File: config.mk
export PLATFORM = sky130hd
export DESIGN_NAME = bus_sched
export DESIGN_NICKNAME = d
export VERILOG_FILES = /design/src/rtl/bus_sched_pkg.sv /design/src/rtl/rr_arb2.sv /design/src/rtl/bus_sched.sv
export SDC_FILE = /design/constraint.sdc
export NUM_CORES = 1
export LEC_CHECK = 0
export CAP_MARGIN = 5
export CORE_MARGIN = 2
export CORE_UTILIZATION = 39
export CTS_BUF_LIST = sky130_fd_sc_hd__clkbuf_4
export DETAILED_ROUTE_END_ITERATION = 8
export SETUP_SLACK_MARGIN = 0.1
export SLEW_MARGIN = 20
export SYNTH_ARGS = -nofsm -noshare
export SYNTH_HDL_FRONTEND = slang
export SYNTH_SLANG_ARGS = --single-unit
File: constraint.sdc
create_clock -name clk -period 4.5 [get_ports clk]
set_clock_uncertainty 0.1 [all_clocks]
set_input_delay 1.35 -clock clk [delete_from_list [all_inputs] [get_ports clk]]
set_output_delay 1.35 -clock clk [all_outputs]
set_load 0.005 [all_outputs]
File: src/rtl/bus_sched_pkg.sv
`timescale 1ns/1ps
// bus_sched_pkg: shared types and constants for the output-bus scheduler.
// Holds the FSM state enum, bus op codes and requester indices.
package bus_sched_pkg;

   typedef enum logic [1:0] {
      IDLE  = 2'd0,
      DRIVE = 2'd1,
      HOLD  = 2'd2,
      DONE  = 2'd3
   } state_t;

   localparam logic [1:0] OP_NOP    = 2'b00;
   localparam logic [1:0] OP_RD     = 2'b01;
   localparam logic [1:0] OP_WR_NUM = 2'b10;
   localparam logic [1:0] OP_WR_REG = 2'b11;

   localparam int REQ_CORE = 0;
   localparam int REQ_IO   = 1;

endpackage

File: src/rtl/rr_arb2.sv
`timescale 1ns/1ps
// rr_arb2: two-way arbiter returning a one-hot winner.
// Ports: req (2) request levels, ptr (1) priority pointer (1 = requester 1
// wins a tie), win (2) one-hot winner, 00 when nobody requests.
// BUS_SCHED_RR_EN defined: round-robin on ptr; otherwise requester 0 wins.
module rr_arb2
   import bus_sched_pkg::*;
(
   input  logic [1:0] req,
   input  logic       ptr,
   output logic [1:0] win
);

`ifdef BUS_SCHED_RR_EN
   always_comb begin
      win = 2'b00;
      if (req == 2'b11)
         win = ptr ? 2'b10 : 2'b01;
      else
         win = req;
   end
`else
   logic unused_ptr;
   assign unused_ptr = ptr;

   always_comb begin
      win = 2'b00;
      if (req[REQ_CORE])
         win = 2'b01;
      else if (req[REQ_IO])
         win = 2'b10;
   end
`endif

endmodule

File: src/rtl/bus_sched.sv
`timescale 1ns/1ps
// bus_sched: arbitrates two requesters onto the output bus mux, drives the
// registered select for one drive cycle plus WAIT_CYCLES, then pulses done.
// Ports: clk, rst (sync, active-high), req[1:0], op0/op1[1:0] in;
// sel_outbus[1:0], gnt[1:0], done[1:0], busy out. All outputs registered.
// Optional BUS_SCHED_RR_EN macro enables round-robin arbitration.
module bus_sched
   import bus_sched_pkg::*;
#(
   parameter int WAIT_CYCLES = 2,
   parameter int CW          = 3
) (
   input  logic       clk,
   input  logic       rst,
   input  logic [1:0] req,
   input  logic [1:0] op0,
   input  logic [1:0] op1,
   output logic [1:0] sel_outbus,
   output logic [1:0] gnt,
   output logic [1:0] done,
   output logic       busy
);

   state_t          state, nxt;
   logic [CW-1:0]   cnt, cnt_nxt;
   logic [1:0]      op_q, op_nxt;
   logic [1:0]      gnt_nxt;
   logic [1:0]      win;
   logic            ptr;

   rr_arb2 u_arb (
      .req (req),
      .ptr (ptr),
      .win (win)
   );

`ifdef BUS_SCHED_RR_EN
   // ptr high means requester 1 wins the next tie
   always_ff @(posedge clk) begin
      if (rst)
         ptr <= 1'b0;
      else if (state == IDLE && win != 2'b00)
         ptr <= win[REQ_CORE];
   end
`else
   assign ptr = 1'b0;
`endif

   always_comb begin
      nxt     = state;
      cnt_nxt = cnt;
      op_nxt  = op_q;
      gnt_nxt = gnt;
      unique case (state)
         IDLE: begin
            if (win != 2'b00) begin
               gnt_nxt = win;
               op_nxt  = win[REQ_IO] ? op1 : op0;
               nxt     = (op_nxt == OP_NOP) ? DONE : DRIVE;
            end
         end
         DRIVE: begin
            cnt_nxt = CW'(WAIT_CYCLES);
            nxt     = (WAIT_CYCLES == 0) ? DONE : HOLD;
         end
         HOLD: begin
            cnt_nxt = cnt - CW'(1);
            if (cnt == CW'(1))
               nxt = DONE;
         end
         DONE: begin
            nxt     = IDLE;
            gnt_nxt = 2'b00;
         end
         default: nxt = IDLE;
      endcase
   end

   // outputs are computed from the next state so they line up with it
   always_ff @(posedge clk) begin
      if (rst) begin
         state      <= IDLE;
         cnt        <= '0;
         op_q       <= OP_NOP;
         gnt        <= 2'b00;
         done       <= 2'b00;
         busy       <= 1'b0;
         sel_outbus <= OP_NOP;
      end else begin
         state      <= nxt;
         cnt        <= cnt_nxt;
         op_q       <= op_nxt;
         gnt        <= gnt_nxt;
         done       <= (nxt == DONE) ? gnt_nxt : 2'b00;
         busy       <= (nxt != IDLE);
         sel_outbus <= (nxt == DRIVE || nxt == HOLD) ? op_nxt : OP_NOP;
      end
   end

endmodule
### Yosys cells after proc, flatten, opt, wreduce, memory -nomap -nowiden

Cells that the tools add are included.

* flip-flop bits (word level): 14
* output and inout port bits: 7
* logic and storage cells: 37
* bits of input ports: 8

* eq/ne operators: 7
* bitwise gates (word level): 2
* muxes and demuxes: 12
* $add $sub $neg: 1
* reductions and logical operators: 8

Operators by type and width (number)
* 2-bit 2-to-1 mux: 9
* 2-bit == test (second input constant): 4
* 2-bit one-hot mux with 4 select lines: 1
* 3-bit one-hot mux with 2 select lines: 1
* 2-bit nonzero test: 3
* 2-bit by 1-bit == test with 1-bit output (second input constant): 2
* 2-bit logical NOT: 2
* 2-bit one-hot mux with 2 select lines: 1
* 2-bit OR reduction: 2
* 3-bit by 1-bit == test with 1-bit output (second input constant): 1
* 3-bit by 1-bit subtractor with 3-bit output (second input constant): 1
* 1-bit NOT: 2
* 1-bit logical OR: 1

### Logic depth before layout (Yosys ltp)

Gate-level depths: netlist (run 1).

* depth in word-level cells: 11
* mapped depth: 7
* gate-level depth less buffers: 6

### Modules after synthesis

Synthesis (run 1) repeated with hierarchy kept, for this count alone.

* cells, all modules: 79
* area total of the unflattened synthesis: 694.4 um^2

Modules (own cells, without submodules)
* bus_sched: area each 673.1 um^2, sequential area each 280.3 um^2, instances 1, cells an instance 77
* rr_arb2: area each 21.3 um^2, sequential area each 0.0 um^2, instances 1, cells an instance 2

### Least setup slack after synthesis (run 1)

OpenSTA, ideal clock, no wires.

* path type: input to register
* start: input port req[0]
* end: register sel_outbus[0]
* data required time: 4.280 ns
* cell stages on the path: 6
* arrival: 2.117 ns
* setup time: 0.120 ns
* slack: 2.164 ns
* path buffers: 1
* path through: buf_6 > nor4b_4 > mux2i_2 > nand2_2 > xnor2_1 > nor2b_1

* cells in the longest elaborated chain, start to end: 10
* elaborated cells on any way between the ends: 14
* classes of those cells: 2 x eq/ne; 7 x mux; 1 x bitwise; 4 x reduce/logical

RTL lines
* start: declaration: RTL line bus_sched.sv:15 `input logic [1:0] req,`
* 2-bit 2-to-1 mux *: RTL line rr_arb2.sv:28 `if (req[REQ_CORE])`
* 2-bit 2-to-1 mux: RTL line bus_sched.sv:58 `op_nxt = win[REQ_IO] ? op1 : op0;`
* 2-bit logical NOT: RTL line bus_sched.sv:59 `nxt = (op_nxt == OP_NOP) ? DONE : DRIVE;`
* 2-bit 2-to-1 mux: RTL line bus_sched.sv:59
* 2-bit 2-to-1 mux: RTL line bus_sched.sv:56 `if (win != 2'b00) begin`
* 2-bit one-hot mux with 4 select lines: RTL line bus_sched.sv:54 `unique case (state)`
* 2-bit by 1-bit == test with 1-bit output or 2-bit == test (tied branches): RTL line bus_sched.sv:96 `sel_outbus <= (nxt == DRIVE || nxt == HOLD) ? op_nxt : OP_NOP;`
* 1-bit logical OR: RTL line bus_sched.sv:96
* 1-bit NOT (no source line)
* 2-bit OR reduction (no source line)
* end signal: assignment: RTL line bus_sched.sv:96
* end: declaration: RTL line bus_sched.sv:18 `output logic [1:0] sel_outbus,`

Mark *: on every way between the ends. The rest lies on a longest branch, timed or not.
A chain may end at the register's enable or synchronous reset.

### Worst setup path in the final report (run 1)

Ends and elaborated chain as after synthesis.

==> results of run 1 <==
==> logic make-up after synthesis <==
kind of cell | count (synthesis) | share of synthesized area, %
AOI/OAI and AO/OA | 16 | 17.3
xor gates and xnor gates | 1 | 1.28
adders and majority gates | 4 | 7.29
buffers and inverters | 13 | 9.47
DFF | 14 | 40.8
muxes | 1 | 2.00
and+or+nand+nor | 25 | 21.9
==> layer usage <==
metal  routed length [µm]  track usage, %  part of all wire, %
met5                    0               0                    0
met4                   13            5.14                  1.0
met3                   47            3.57                  3.8
met2                  584            23.3                   47
met1                  599            16.3                   48
==> how the worst min path moves through the flow <==
stage | startpoint | endpoint | slack, ps | depth (start not counted)
after global routing | cnt[1] | cnt[1] | 410 | 2
after CTS | cnt[1] | cnt[1] | 390 | 2
final | cnt[1] | cnt[1] | 380 | 2
after global placement | cnt[1] | cnt[1] | 370 | 2
after detailed placement | cnt[1] | cnt[1] | 370 | 2
after floorplan | cnt[1] | cnt[1] | 350 | 2
==> sequential cells by signal (all words and copies together) (netlist names) <==
register    flops
busy            1
cnt             3
done            2
gnt             2
op_q            2
sel_outbus      2
state           2
==> power by group <==
| group | leakage (nW) | switching, mW | internal [mW] |
|---|---|---|---|
| combinational | 0.193 | 0.0572 | 0.0536 |
| sequential | 0.115 | 0.00737 | 0.141 |
| clock | 0.0154 | 0.0370 | 0.0320 |
==> metrics by stage <==
step	std cells	setup WS (ps)	util [%]	hold WS [ps]	power [mW]
after floorplan	74	2160	-	354	0.227
after global placement	101	1570	48.4	367	0.261
after detailed placement	101	1500	48.4	373	0.262
after CTS	105	1750	49.9	385	0.333
after global routing	105	1700	49.9	413	0.354
final	105	1750	49.9	385	0.328
==> final cells by class <==
type / instances / area, µm² / area share [%]
Timing Repair Buffer: 14 / 140 / 16.6
Sequential cell: 14 / 280 / 33.2
Multi-Input combinational cell: 47 / 342 / 40.5
Inverter: 9 / 33.8 / 4.01
Clock buffer: 3 / 22.5 / 2.67
Tap cell: 17 / 21.3 / 2.52
Clock inverter: 1 / 3.75 / 0.445
==> critical path: stages <==
cell and delay, ps:
clkdlybuf4s50_1 700, nor3b_1 270, o21ai_1 130, nand2_2 130
xnor2_1 150, nor2b_1 70
==> cell usage after synthesis (all sizes together) <==
cell    count
nor2        7
nor3b       2
nand3       1
o32ai       2
buf         4
dfxtp      14
mux2i       1
nor4b       1
a21oi       6
nor3        4
o31ai       2
and3        2
xnor2       1
nor2b       5
ha          4
a311oi      1
o22ai       1
inv         9
nand2       3
o21ai       3
a22oi       1
==> flow_summary.json, run 1 <==
{
  "status": "complete, no violations",
  "via_per_inst": 5.15,
  "pwr_density_cell_nw_per_um2": 389,
  "start_util_pct": 40.7,
  "synth_top_area_share_pct": 40.8,
  "cp_max_fo": 9,
  "ctsHoldBuffers": 0,
  "fmax_mhz": 363,
  "grt_pass1_vias": 479,
  "clock_path_buffers": 2,
  "synth_area_um2": 687,
  "htree_levels": 1,
  "vias": 541,
  "clock_sinks": 14,
  "worstPathRequired_ps": 4560,
  "antenna_cells": 0,
  "grtUsageTotal_pct": 13.7,
  "rsz0062_at_grt": "false",
  "portBuffers": 14,
  "hold_violations": 0,
  "gr-total-overflow": 0,
  "gp_congestion": 0.718,
  "drtIter0Drc": 7,
  "wire_per_inst_um": 11.9,
  "die_x_um": 46.0,
  "insertion_delay_ps": 270,
  "synth_seq_area_share_pct": 40.8,
  "worstMarginPinSlew_ps": 423,
  "final_cell_mix": "dfxtp_1, clkdlybuf4s50_1, inv_1",
  "finalSetupViolCount": 0,
  "cts_tree": "done",
  "clockRootBuffer": "clkbuf_4",
  "ant_nets": 0,
  "drc": 0,
  "cp-endpoint": "sel_outbus[0]",
  "ys_ff_latch": 14,
  "area_delta_synth_final_pct": 22.8,
  "rows": 15,
  "final_cell_area_um2": 843,
  "fill_cells": 172,
  "clkSlewWorstSetupHoldPaths_ps": 80,
  "syn_area_per_cell_um2": 9.28,
  "yosysUniqueCellTypes": 26,
  "placed_area_um2": 817,
  "num_io_pins": 15,
  "finalCriticalPeriod_ps": 2750,
  "synthCells": 74,
  "maxCapViolCount": 0,
  "drv_slew": 0,
  "crit_path_start_kind": "primary input",
  "post_cts_buffers": 0,
  "timing.setup.tns_ps": 0,
  "wirelength_mm": 1.25,
  "critPathKind": "primary input to flop",
  "die_area_um2": 2110,
  "netlist_top_cells_area": "dfxtp_1, ha_1, inv_1",
  "synthesis.nets": 86,
  "r2r-start": "state[0]",
  "fp.dieH_um": 46.0,
  "leakage_nw": 0.324,
  "r2r_cells": 6,
  "dr.pass1.iters": 2,
  "antenna_found_initial": 0,
  "core-area_um2": 1690,
  "min_period_over_period_pct": 61.1,
  "yosysTopAreaCell": "dfxtp_1",
  "crit_start": "req[0]",
  "ctsResizeCount": 0,
  "slew_headroom_pct": 71.8,
  "cp-end-kind": "flop",
  "dp_hpwl_um": 903,
  "arrival_ps": 2810,
  "grt_max_degree": 11,
  "cts_buffers": 3,
  "grt_pass1_wl_mm": 2.06,
  "r2r_slack_ps": 2740,
  "hp-class": "flop to flop",
  "nets": 101,
  "r2r_end": "sel_outbus[0]",
  "synth_warnings": 0,
  "drive_gt1_share_pct": 11.4,
  "vdd_ir_drop_max_mv": 0.180
}
Note: power is estimated with default switching activity, not from simulation.
==> run 2: changes to the inputs <==
clock period = 2.6 ns   (was 4.5 ns; I/O delays follow)
==> flow_summary.json, run 2 (synthesized netlist as in run 1, its figures left out) <==
{
  "grtUsageTotal_pct": 13.7,
  "drive_gt1_share_pct": 11.4,
  "ant_nets": 0,
  "switchingPower_mw": 0.176,
  "gp_congestion": 0.718,
  "final_cell_mix": "dfxtp_1, clkdlybuf4s50_1, inv_1",
  "wl_met3_um": 48,
  "ctsHoldBuffers": 0,
  "grt_pass1_wl_mm": 2.06,
  "met1_length_um": 641,
  "cts_buffers": 3,
  "p_int_mw": 0.392,
  "antenna_cells": 0,
  "clockRootBuffer": "clkbuf_4",
  "drc": 0,
  "cp-end-kind": "flop",
  "fp.dieH_um": 46.0,
  "cp_slowest_cell": "clkdlybuf4s50_1",
  "grt_max_degree": 11,
  "utilization_pct": 49.9,
  "clock_sinks": 14,
  "finalSetupViolCount": 0,
  "die_area_um2": 2110,
  "leakage_nw": 0.324,
  "post_cts_buffers": 0,
  "drtIter0Drc": 12,
  "maxCapViolCount": 0,
  "via_per_inst": 4.99,
  "pwr_density_cell_nw_per_um2": 673,
  "ctsResizeCount": 0,
  "vias": 524,
  "met2_length_um": 497,
  "rsz0062_at_grt": "false",
  "die_x_um": 46.0,
  "fill_cells": 171,
  "drv_slew": 0,
  "hold_violations": 0,
  "path_cells": "clkdlybuf4s50_1, nor3b_1, o21ai_1, nand2_2, xnor2_1, nor2b_1",
  "nets": 101,
  "crit_family": "buffers and inverters",
  "insertion_delay_ps": 270,
  "worstMarginPinSlew_ps": 399,
  "portBuffers": 14,
  "largest_register_ffs": 3,
  "critPathBufInv": 1,
  "dp_hpwl_um": 905,
  "cp_max_fo": 9,
  "fmax_mhz": 463,
  "swShare_pct": 31.0,
  "crit_path_start_kind": "primary input",
  "status": "complete, no violations",
  "power_frac_clock_pct": 21.4,
  "clock_path_buffers": 2,
  "clkSlewWorstSetupHoldPaths_ps": 90,
  "num_io_pins": 15,
  "finalCriticalPeriod_ps": 2160,
  "arrival_ps": 2220,
  "slew_headroom_pct": 73.4,
  "vdd_ir_drop_max_mv": 0.306,
  "cts_tree": "done",
  "core-area_um2": 1690,
  "dr.pass1.iters": 4,
  "min_period_over_period_pct": 83.1,
  "start_util_pct": 40.7,
  "antenna_found_initial": 0,
  "slowest_delay_ps": 690,
  "hp-class": "flop to flop",
  "grt_pass1_vias": 452,
  "p_seq_share_pct": 45.2,
  "rows": 15,
  "dr.max_layer_used": "met4",
  "p_comb_share_pct": 33.5,
  "wirelength_mm": 1.20,
  "gr-total-overflow": 0,
  "timing.setup.tns_ps": 0,
  "area_delta_synth_final_pct": 22.8,
  "htree_levels": 1,
  "critPathKind": "primary input to flop",
  "regMostFlops": "cnt",
  "wire_per_inst_um": 11.4,
  "worstPathRequired_ps": 2660
}
-- run 2: cell counts in the layout (fill, tap and decap cells not counted) --
Identical to the previous run, type by type.
-- run 2: metal layers --
layer / global-route usage, % / vias up
li1: - / 278
met1: 19.5 / 234
met2: 19.7 / 10
met3: 3.57 / 2
met4: 5.14 / 0
met5: 0 / -
-- run 2: tightest hold or removal path: cells and delay by family, from the launching register on --
| family | cells | cell delay, ps |
|---|---|---|
| DFF | 1 | 320 |
| AOI/OAI and AO/OA | 1 | 50 |
| and+or+nand+nor | 1 | 80 |
-- run 2: path summary, 6_finish.rpt --
check / cells past startpoint / startpoint / slack (ps) / end
hold / removal: 2 / cnt[1] / 390 / cnt[1]
hold reg to reg: 2 / cnt[1] / 390 / cnt[1]
setup / recovery: 6 / req[0] / 440 / sel_outbus[0]
setup reg to reg: 6 / state[0] / 850 / sel_outbus[0]
-- run 2: stage by stage --
stage	setup WS (ps)	instances	total power, mW	hold WS (ps)	cell area, µm²
3_3_place_gp	242	101	0.452	367	817
2_1_floorplan	834	74	0.393	354	687
5_1_grt	371	105	0.616	425	843
6_report	439	105	0.568	390	843
3_5_place_dp	176	101	0.452	373	817
4_1_cts	459	105	0.577	386	843
-- run 2: final cells by class --
cell class	count	area, µm²	share of cell area [%]
sequential	14	280	33.2
inverter	9	33.8	4.01
tap	17	21.3	2.52
clock buffer	3	22.5	2.67
timing repair buffer	14	140	16.6
multi-input combinational	47	342	40.5
clock inverter	1	3.75	0.445
-- run 2: power by group through the flow --
stage          registers [mW]  clock network, mW  logic, mW
5_1_grt                 0.260              0.141      0.214
2_1_floorplan           0.262                  0      0.131
3_3_place_gp            0.261                  0      0.190
6_report                0.256              0.121      0.190
4_1_cts                 0.257              0.128      0.192
3_5_place_dp            0.262                  0      0.190
==> run 3: changes to the inputs <==
PLACE_DENSITY = 0.67   (was unset)
clock period = 1.9 ns   (was 2.6 ns; I/O delays follow)
==> flow_summary.json, run 3 (synthesized netlist as in run 1, its figures left out) <==
{
  "status": "complete, no violations",
  "worstPathRequired_ps": 1980,
  "dp_hpwl_um": 987,
  "finalCriticalPeriod_ps": 1710,
  "num_io_pins": 15,
  "rsz0062_at_grt": "false",
  "die_x_um": 46.0,
  "cts_buffers": 3,
  "finalSetupViolCount": 0,
  "r2r_slack_ps": 260,
  "drv_slew": 0,
  "arrival_ps": 1780,
  "cts_tree": "done",
  "insertion_delay_ps": 280,
  "regMostFlops": "cnt",
  "start_util_pct": 40.7,
  "grt_max_degree": 10,
  "holdPathEnd": "cnt[1]",
  "cp_max_fo": 4,
  "portBuffers": 14,
  "clkSlewWorstSetupHoldPaths_ps": 90,
  "largest_register_ffs": 3,
  "maxCapViolCount": 0,
  "clock_sinks": 14,
  "r2r-start": "state[0]",
  "hold_violations": 0,
  "final_cell_area_um2": 890,
  "ant_nets": 0,
  "r2r_end": "sel_outbus[0]",
  "gp_congestion": 0.776,
  "vdd_ir_drop_max_mv": 0.609,
  "critPathKind": "primary input to flop",
  "grt_pass1_vias": 512,
  "antenna_cells": 0,
  "via_per_inst": 5.01,
  "clockRootBuffer": "clkbuf_4",
  "drive_gt1_share_pct": 18.5,
  "die_area_um2": 2110,
  "rows": 15,
  "final_common_cell": "dfxtp_1",
  "gr-total-overflow": 0,
  "timing.setup.tns_ps": 0,
  "area_delta_synth_final_pct": 29.5,
  "utilization_pct": 52.7,
  "crit_path_start_kind": "primary input",
  "grtUsageTotal_pct": 14.3,
  "dr.pass1.iters": 4,
  "core-area_um2": 1690,
  "min_from": "cnt[1]",
  "cp-end-kind": "flop",
  "nets": 105,
  "clock_path_buffers": 2,
  "hold_depth": 2,
  "vias": 546,
  "ctsHoldBuffers": 0,
  "multi_input_area_um2": 344,
  "placed_area_um2": 847,
  "final_cell_mix": "dfxtp_1, inv_1, nor2_1",
  "fp.dieH_um": 46.0,
  "slew_headroom_pct": 77.4,
  "worstMarginPinSlew_ps": 339,
  "antenna_found_initial": 0,
  "htree_levels": 1,
  "fill_cells": 157,
  "drtIter0Drc": 13,
  "hp-class": "flop to flop",
  "drc": 0,
  "grt_pass1_wl_mm": 2.18,
  "fmax_mhz": 586,
  "wire_per_inst_um": 11.6,
  "wirelength_mm": 1.27,
  "ff_latch_area_um2": 283,
  "leakage_nw": 0.448,
  "pwr_density_cell_nw_per_um2": 887,
  "r2r_cells": 6,
  "min_period_over_period_pct": 89.9
}
[run 3: layout make-up]
cell class              instances  share of cell area [%]
multi-input cells              47                    38.7
flip-flops and latches         14                    31.8
repair buffers                 18                    20.4
inverters                       9                    3.80
clock buffers                   3                    2.53
well taps                      17                    2.39
clock inverters                 1                   0.422
[run 3: critical path, cell delays in order]
cell,delay [ps]
clkdlybuf4s50_1,530
nor4b_4,70
mux2i_2,210
nand2_2,110
xnor2_1,220
nor2b_1,70
[run 3: repair_timing]
action / 4_1_cts / 5_1_grt
buffers inserted: 0 / 0
endpoints found under the setup margin: 3 / 8
gates resized for setup: 4 / 8
[run 3: routing by layer]
layer | wire [µm] | global-route usage (%) | vias to the layer above
met3 | 57 | 5.95 | 0
met4 | 0 | 1.71 | 0
met5 | 0 | 0 | -
met1 | 581 | 18.8 | 247
li1 | - | - | 288
met2 | 630 | 22.5 | 11
[run 3: worst max path at each step]
stage	startpoint	end	slack (ps)	cells past startpoint
2_1_floorplan	req[0]	sel_outbus[0]	340	6
3_3_place_gp	req[0]	sel_outbus[0]	-240	6
3_5_place_dp	req[0]	sel_outbus[0]	-290	6
4_1_cts	gnt[1]	gnt[1]	100	1
5_1_grt	op1[1]	sel_outbus[0]	170	6
6_report	op1[1]	sel_outbus[0]	190	6
[run 3: power by group]
group	leakage (nW)	switching [mW]	internal, mW
sequential	0.116	0.0187	0.335
clock	0.0154	0.0973	0.0762
combinational	0.317	0.135	0.127
[run 3: metrics by stage]
| step | instances | worst slack, ps | power, mW | hold WS [ps] |
|---|---|---|---|---|
| 2_1_floorplan | 74 | 344 | 0.538 | 354 |
| 3_3_place_gp | 105 | -245 | 0.622 | 367 |
| 3_5_place_dp | 105 | -288 | 0.627 | 384 |
| 4_1_cts | 109 | 103 | 0.798 | 396 |
| 5_1_grt | 109 | 172 | 0.848 | 425 |
| 6_report | 109 | 193 | 0.789 | 391 |
